**config.mk**
```make
export PLATFORM = sky130hd
export DESIGN_NAME = hazard_detection_unit
export DESIGN_NICKNAME = d
export VERILOG_FILES = /design/src/rtl/hazard_pkg.sv /design/src/rtl/hazard_shadow_stage.sv /design/src/rtl/hazard_detection_unit.sv
export SDC_FILE = /design/constraint.sdc
export NUM_CORES = 1
export LEC_CHECK = 0
export BUFFER_PORTS_ARGS = -buffer_cell sky130_fd_sc_hd__buf_2
export CORE_ASPECT_RATIO = 0.6
export CORE_UTILIZATION = 35
export CTS_CLUSTER_DIAMETER = 100
export DETAILED_ROUTE_END_ITERATION = 8
export GPL_TIMING_DRIVEN = 1
export HOLD_SLACK_MARGIN = 0.08
export PLACE_DENSITY_LB_ADDON = 0.05
export SYNTH_ARGS = -nofsm -noshare
export SYNTH_HDL_FRONTEND = slang
export SYNTH_SLANG_ARGS = --single-unit
```
**constraint.sdc**
```tcl
create_clock -name clk_i -period 2.1 [get_ports clk_i]
set_input_delay 0.42 -clock clk_i [delete_from_list [all_inputs] [get_ports clk_i]]
set_output_delay 0.42 -clock clk_i [all_outputs]
set_load 0.05 [all_outputs]
```
**src/rtl/hazard_pkg.sv**
```systemverilog
// Shared types and helpers for the load-use hazard detection unit.
package hazard_pkg;

    localparam int              HZ_REG_W = 5;
    localparam logic [HZ_REG_W-1:0] REG_ZERO = 5'd0;

    typedef struct packed {
        logic                valid;
        logic [HZ_REG_W-1:0] dest;
    } ld_shadow_t;

    // True when the ID instruction reads the register a tracked load will write.
    function automatic logic src_match(
        input logic [HZ_REG_W-1:0] rs,
        input logic                rs_used,
        input logic [HZ_REG_W-1:0] rt,
        input logic                rt_used,
        input ld_shadow_t          entry
    );
        return entry.valid && (entry.dest != REG_ZERO) &&
               ((rs_used && (rs == entry.dest)) || (rt_used && (rt == entry.dest)));
    endfunction

endpackage

```
**src/rtl/hazard_shadow_stage.sv**
```systemverilog
// One shadow register tracking the load occupying a pipeline stage.
module hazard_shadow_stage
    import hazard_pkg::*;
(
    input  logic       clk_i,
    input  logic       rst_i,
    input  logic       clr_i,
    input  ld_shadow_t d_i,
    output ld_shadow_t q_o
);

    ld_shadow_t entry_q, entry_d;

    // The pipeline advances every cycle, so the entry either follows its
    // source or is emptied when a bubble or flush enters the stage.
    always_comb begin
        entry_d = d_i;
        if (clr_i) entry_d = '0;
    end

    always_ff @(posedge clk_i or negedge rst_i) begin
        if (!rst_i) entry_q <= '0;
        else        entry_q <= entry_d;
    end

    assign q_o = entry_q;

endmodule

```
**src/rtl/hazard_detection_unit.sv**
```systemverilog
// Load-use hazard detection: stall/bubble/flush control and stall counter.
module hazard_detection_unit
    import hazard_pkg::*;
#(
    parameter int LOAD_LAT    = 1,
    parameter int REG_W       = HZ_REG_W,
    parameter int STALL_CNT_W = 16
) (
    input  logic                   clk_i,
    input  logic                   rst_i,
    input  logic                   id_valid_i,
    input  logic [REG_W-1:0]       id_rs_i,
    input  logic [REG_W-1:0]       id_rt_i,
    input  logic                   id_rs_used_i,
    input  logic                   id_rt_used_i,
    input  logic                   id_mem_read_i,
    input  logic                   id_reg_write_i,
    input  logic [REG_W-1:0]       id_wr_reg_i,
    input  logic                   branch_taken_i,
    output logic                   pc_control,
    output logic                   ifid_hold_o,
    output logic                   idex_bubble_o,
    output logic                   ifid_flush_o,
    output logic [STALL_CNT_W-1:0] stall_cnt_o
);

    ld_shadow_t ex_ld, mem_ld, ex_ld_in;
    logic       hz_ex, hz_mem, stall;
    logic [STALL_CNT_W-1:0] cnt_q, cnt_d;

    assign ex_ld_in = '{valid: id_valid_i & id_mem_read_i & id_reg_write_i,
                        dest:  id_wr_reg_i};

    hazard_shadow_stage u_ex_shadow (
        .clk_i (clk_i),
        .rst_i (rst_i),
        .clr_i (branch_taken_i | stall),
        .d_i   (ex_ld_in),
        .q_o   (ex_ld)
    );

    hazard_shadow_stage u_mem_shadow (
        .clk_i (clk_i),
        .rst_i (rst_i),
        .clr_i (branch_taken_i),
        .d_i   (ex_ld),
        .q_o   (mem_ld)
    );

    assign hz_ex = src_match(id_rs_i, id_rs_used_i, id_rt_i, id_rt_used_i, ex_ld);

    // Without MEM->EX forwarding a load still in MEM is too late as well.
    generate
        if (LOAD_LAT == 2) begin : g_mem_hz
            assign hz_mem = src_match(id_rs_i, id_rs_used_i, id_rt_i, id_rt_used_i, mem_ld);
        end else begin : g_no_mem_hz
            assign hz_mem = 1'b0;
        end
    endgenerate

    assign stall         = id_valid_i & (hz_ex | hz_mem) & ~branch_taken_i;
    assign pc_control    = stall;
    assign ifid_hold_o   = stall;
    assign idex_bubble_o = stall | branch_taken_i;
    assign ifid_flush_o  = branch_taken_i;

    always_comb begin
        cnt_d = cnt_q;
        if (stall && (cnt_q != {STALL_CNT_W{1'b1}})) cnt_d = cnt_q + 1'b1;
    end

    always_ff @(posedge clk_i or negedge rst_i) begin
        if (!rst_i) cnt_q <= '0;
        else        cnt_q <= cnt_d;
    end

    assign stall_cnt_o = cnt_q;

endmodule

```
==> metrics.yaml <==
critical_path:
  worstPathArrival_ns: 1.85
  path_class: "flop to primary output"
  required_ns: 1.68
  end_kind: "primary output"
  critPathLaunchType: "flop"
  reg2reg_depth: 8
  path_max_fanout: 2
die:
  io_pins: 43
  die_area_um2: 3670
  die_h_um: 47.4
  initial_core_util_pct: 36.8
  std_cell_rows: 16
  core_area_um2: 3260
  die_width_um: 77.6
pwr:
  internal-power_uw: 646
  p_comb_share_pct: 12.2
  ir_drop_mv: 0.203
  p_seq_share_pct: 51.6
  powerDensity_nw_per_um2: 519
  p_clk_share_pct: 36.2
  p_switching_uw: 195
  power.share.switching_pct: 23.1
  p_leak_uw: 0.000747
yosys:
  yosysWarnings: 0
  seq_area_frac_synth_pct: 45.9
  syn_nets: 139
  syn_inst: 115
  avgSynthCellArea_um2: 10.4
  synthDistinctLibCells: 29
  netlist_area_um2: 1200
  ys_ff_latch: 22
sta:
  final_max_slew_viol_count: 0
  fin_crit_sh_pct: 108
  finalHoldViolations: 0
  maxSlewHeadroom_pct: 65.6
  finClkSkew_ns: 0.00408
  rsz0062_at_grt: "yes"
  setup_ws_ns: -0.175
  fmax_mhz: 440
  tightest_slew_ns: 0.516
  min_period_ns: 2.27
  setup_viol_count_final: 4
global_route:
  grt_start_max_net_pins: 23
  grt_pass1_wl_um: 4470
  antenna_found_initial: 0
  grt-ovfl-total: 0
  grt_pass1_vias: 886
  grt_usage_pct: 17.0
clock_network:
  clk_path_buf_depth: 2
  cts_hold_buf: 0
  clock_sinks: 22
  root_buffer: "clkbuf_8"
  clk_latency_ns: 0.26
  cts_buffers: 3
  htree_levels: 1
  cts_tree: "done"
  clk_pin_slew_ns: 0.08
finish:
  syn2layout_area_growth_pct: 35.1
  final_cell_mix: "buf_2 (39), xnor2_1 (23), dfrtp_1 (22), buf_4 (11), nand3_1 (10)"
  final_common_cell: "buf_2"
  n_antenna_cell: 0
  fillers: 305
  fin_area_um2: 1620
  final_cells: 213
  nets: 193
  drive_gt1_share_pct: 44.0
  fin_util_pct: 49.7
place:
  hpwl_um: 2150
  io_buffers: 42
  routabilityCongestion: 0.784
  place_area_um2: 1510
  pre_cts_slack_ns: -0.00681
  placedCellCount: 206
routing:
  drc: 0
  viasPerCell: 4.77
  wl_per_cell_um: 13.0
  final_antenna_net_count: 0
  first_pass_iters: 4
  wirelength_um: 2770
  drt_iter0_drc: 64
  vias: 1016
run_status:
  status: "finished, violations left"
  violations: "negative setup slack"
run:
  cap_violations: 0
worst_hold_path:
  hold_class: "input pin to async pin"
[state kept, by name (all words and copies together) (netlist names)]
register         count
stall_cnt_o         16
u_ex_shadow.q_o      6
[power groups by stage]
stage	combinational (uW)	clock [uW]	sequential (uW)
after floorplan	48.6	0	446
after global placement	95.8	0	442
after detailed placement	97.1	0	442
after CTS	102	310	434
after global routing	113	334	435
final	103	304	434
[kinds of logic after synthesis]
group                    share of synthesized area, %
XOR/XNOR                                         16.8
multiplexers                                     2.82
AO/OA/AOI/OAI                                    3.55
buffers and inverters                            2.71
adder cells (fa/ha/maj)                          1.04
flip-flops                                       45.9
AND/OR/NAND/NOR                                  27.2
[worst max-delay path, cell delays in order (launching register included)]
cell and delay, ns:
dfrtp_1 0.38, or4_4 0.53, o211ai_2 0.19, buf_4 0.15
nor2_2 0.04, and2_4 0.15, buf_6 0.14
[layout make-up]
type,instances,area (um^2),share of cell area (%)
Multi-Input combinational cell,87,641,39.5
Sequential cell,22,551,34.0
Timing Repair Buffer,53,312,19.2
Tap cell,45,56.3,3.47
Clock buffer,4,55.1,3.40
Inverter,2,7.51,0.463
[repair_timing]
item | CTS | global route
cloned | 0 | 0
pin swaps | 2 | 1
buffers inserted | 1 | 2
resized for setup | 9 | 0
setup endpoints to repair | 3 | 4
[per-layer routing]
metal  track usage [%]  share of wire (%)  vias up  wire length, um
met3              5.24                6.9        5              192
met5                 0                  0        -                0
met2              23.0                 40       35             1110
li1                  -                  -      506                -
met4              5.66                1.0        0               29
met1              25.3                 52      470             1440
[synth_stat cells]
master | count | area, um^2
nand3b_2 | 1 | 11.3
o211ai_2 | 1 | 12.5
nor3_1 | 2 | 10.0
buf_4 | 2 | 15.0
xnor2_1 | 23 | 201
ha_1 | 1 | 12.5
inv_2 | 1 | 3.75
a21oi_2 | 2 | 17.5
mux2_1 | 1 | 11.3
inv_1 | 1 | 3.75
nand2_1 | 9 | 33.8
and4_1 | 1 | 8.76
nor4b_1 | 1 | 8.76
nand3b_1 | 1 | 7.51
buf_2 | 2 | 10.0
and2_1 | 1 | 6.26
and2_2 | 5 | 37.5
or4_1 | 1 | 7.51
nand4b_1 | 3 | 26.3
nand2b_1 | 1 | 6.26
nor3b_1 | 2 | 15.0
nor4_1 | 3 | 18.8
mux2_2 | 2 | 22.5
dfrtp_1 | 22 | 551
nand4_1 | 8 | 50.1
and3_1 | 1 | 6.26
nand3_1 | 10 | 50.1
nor2_1 | 6 | 22.5
o22ai_2 | 1 | 12.5
[worst paths after layout]
path / start / to / slack [ns]
worst max-delay path: u_ex_shadow.q_o[1]$_DFF_PN0_ / pc_control / -0.17
min in group clk_i: id_wr_reg_i[4] / u_ex_shadow.q_o[4]$_DFF_PN0_ / 0.37
max in group asynchronous: rst_i / stall_cnt_o[14]$_DFFE_PN0P_ / 1.65
worst min register to register: stall_cnt_o[8]$_DFFE_PN0P_ / stall_cnt_o[8]$_DFFE_PN0P_ / 0.50
worst max register to register: u_ex_shadow.q_o[1]$_DFF_PN0_ / stall_cnt_o[1]$_DFFE_PN0P_ / -0.03
worst min-delay path: rst_i / stall_cnt_o[11]$_DFFE_PN0P_ / 0.11
[metrics by stage]
step | TNS, ns | hold WS [ns] | power (uW)
floorplan | 0 | 0.124 | 494
global placement | 0 | 0.418 | 538
detailed placement | -0.00681 | 0.413 | 539
CTS | -0.504 | 0.129 | 846
global route | -0.830 | 0.146 | 883
finish | -0.550 | 0.108 | 841
Power figures use the tool's default switching activity.
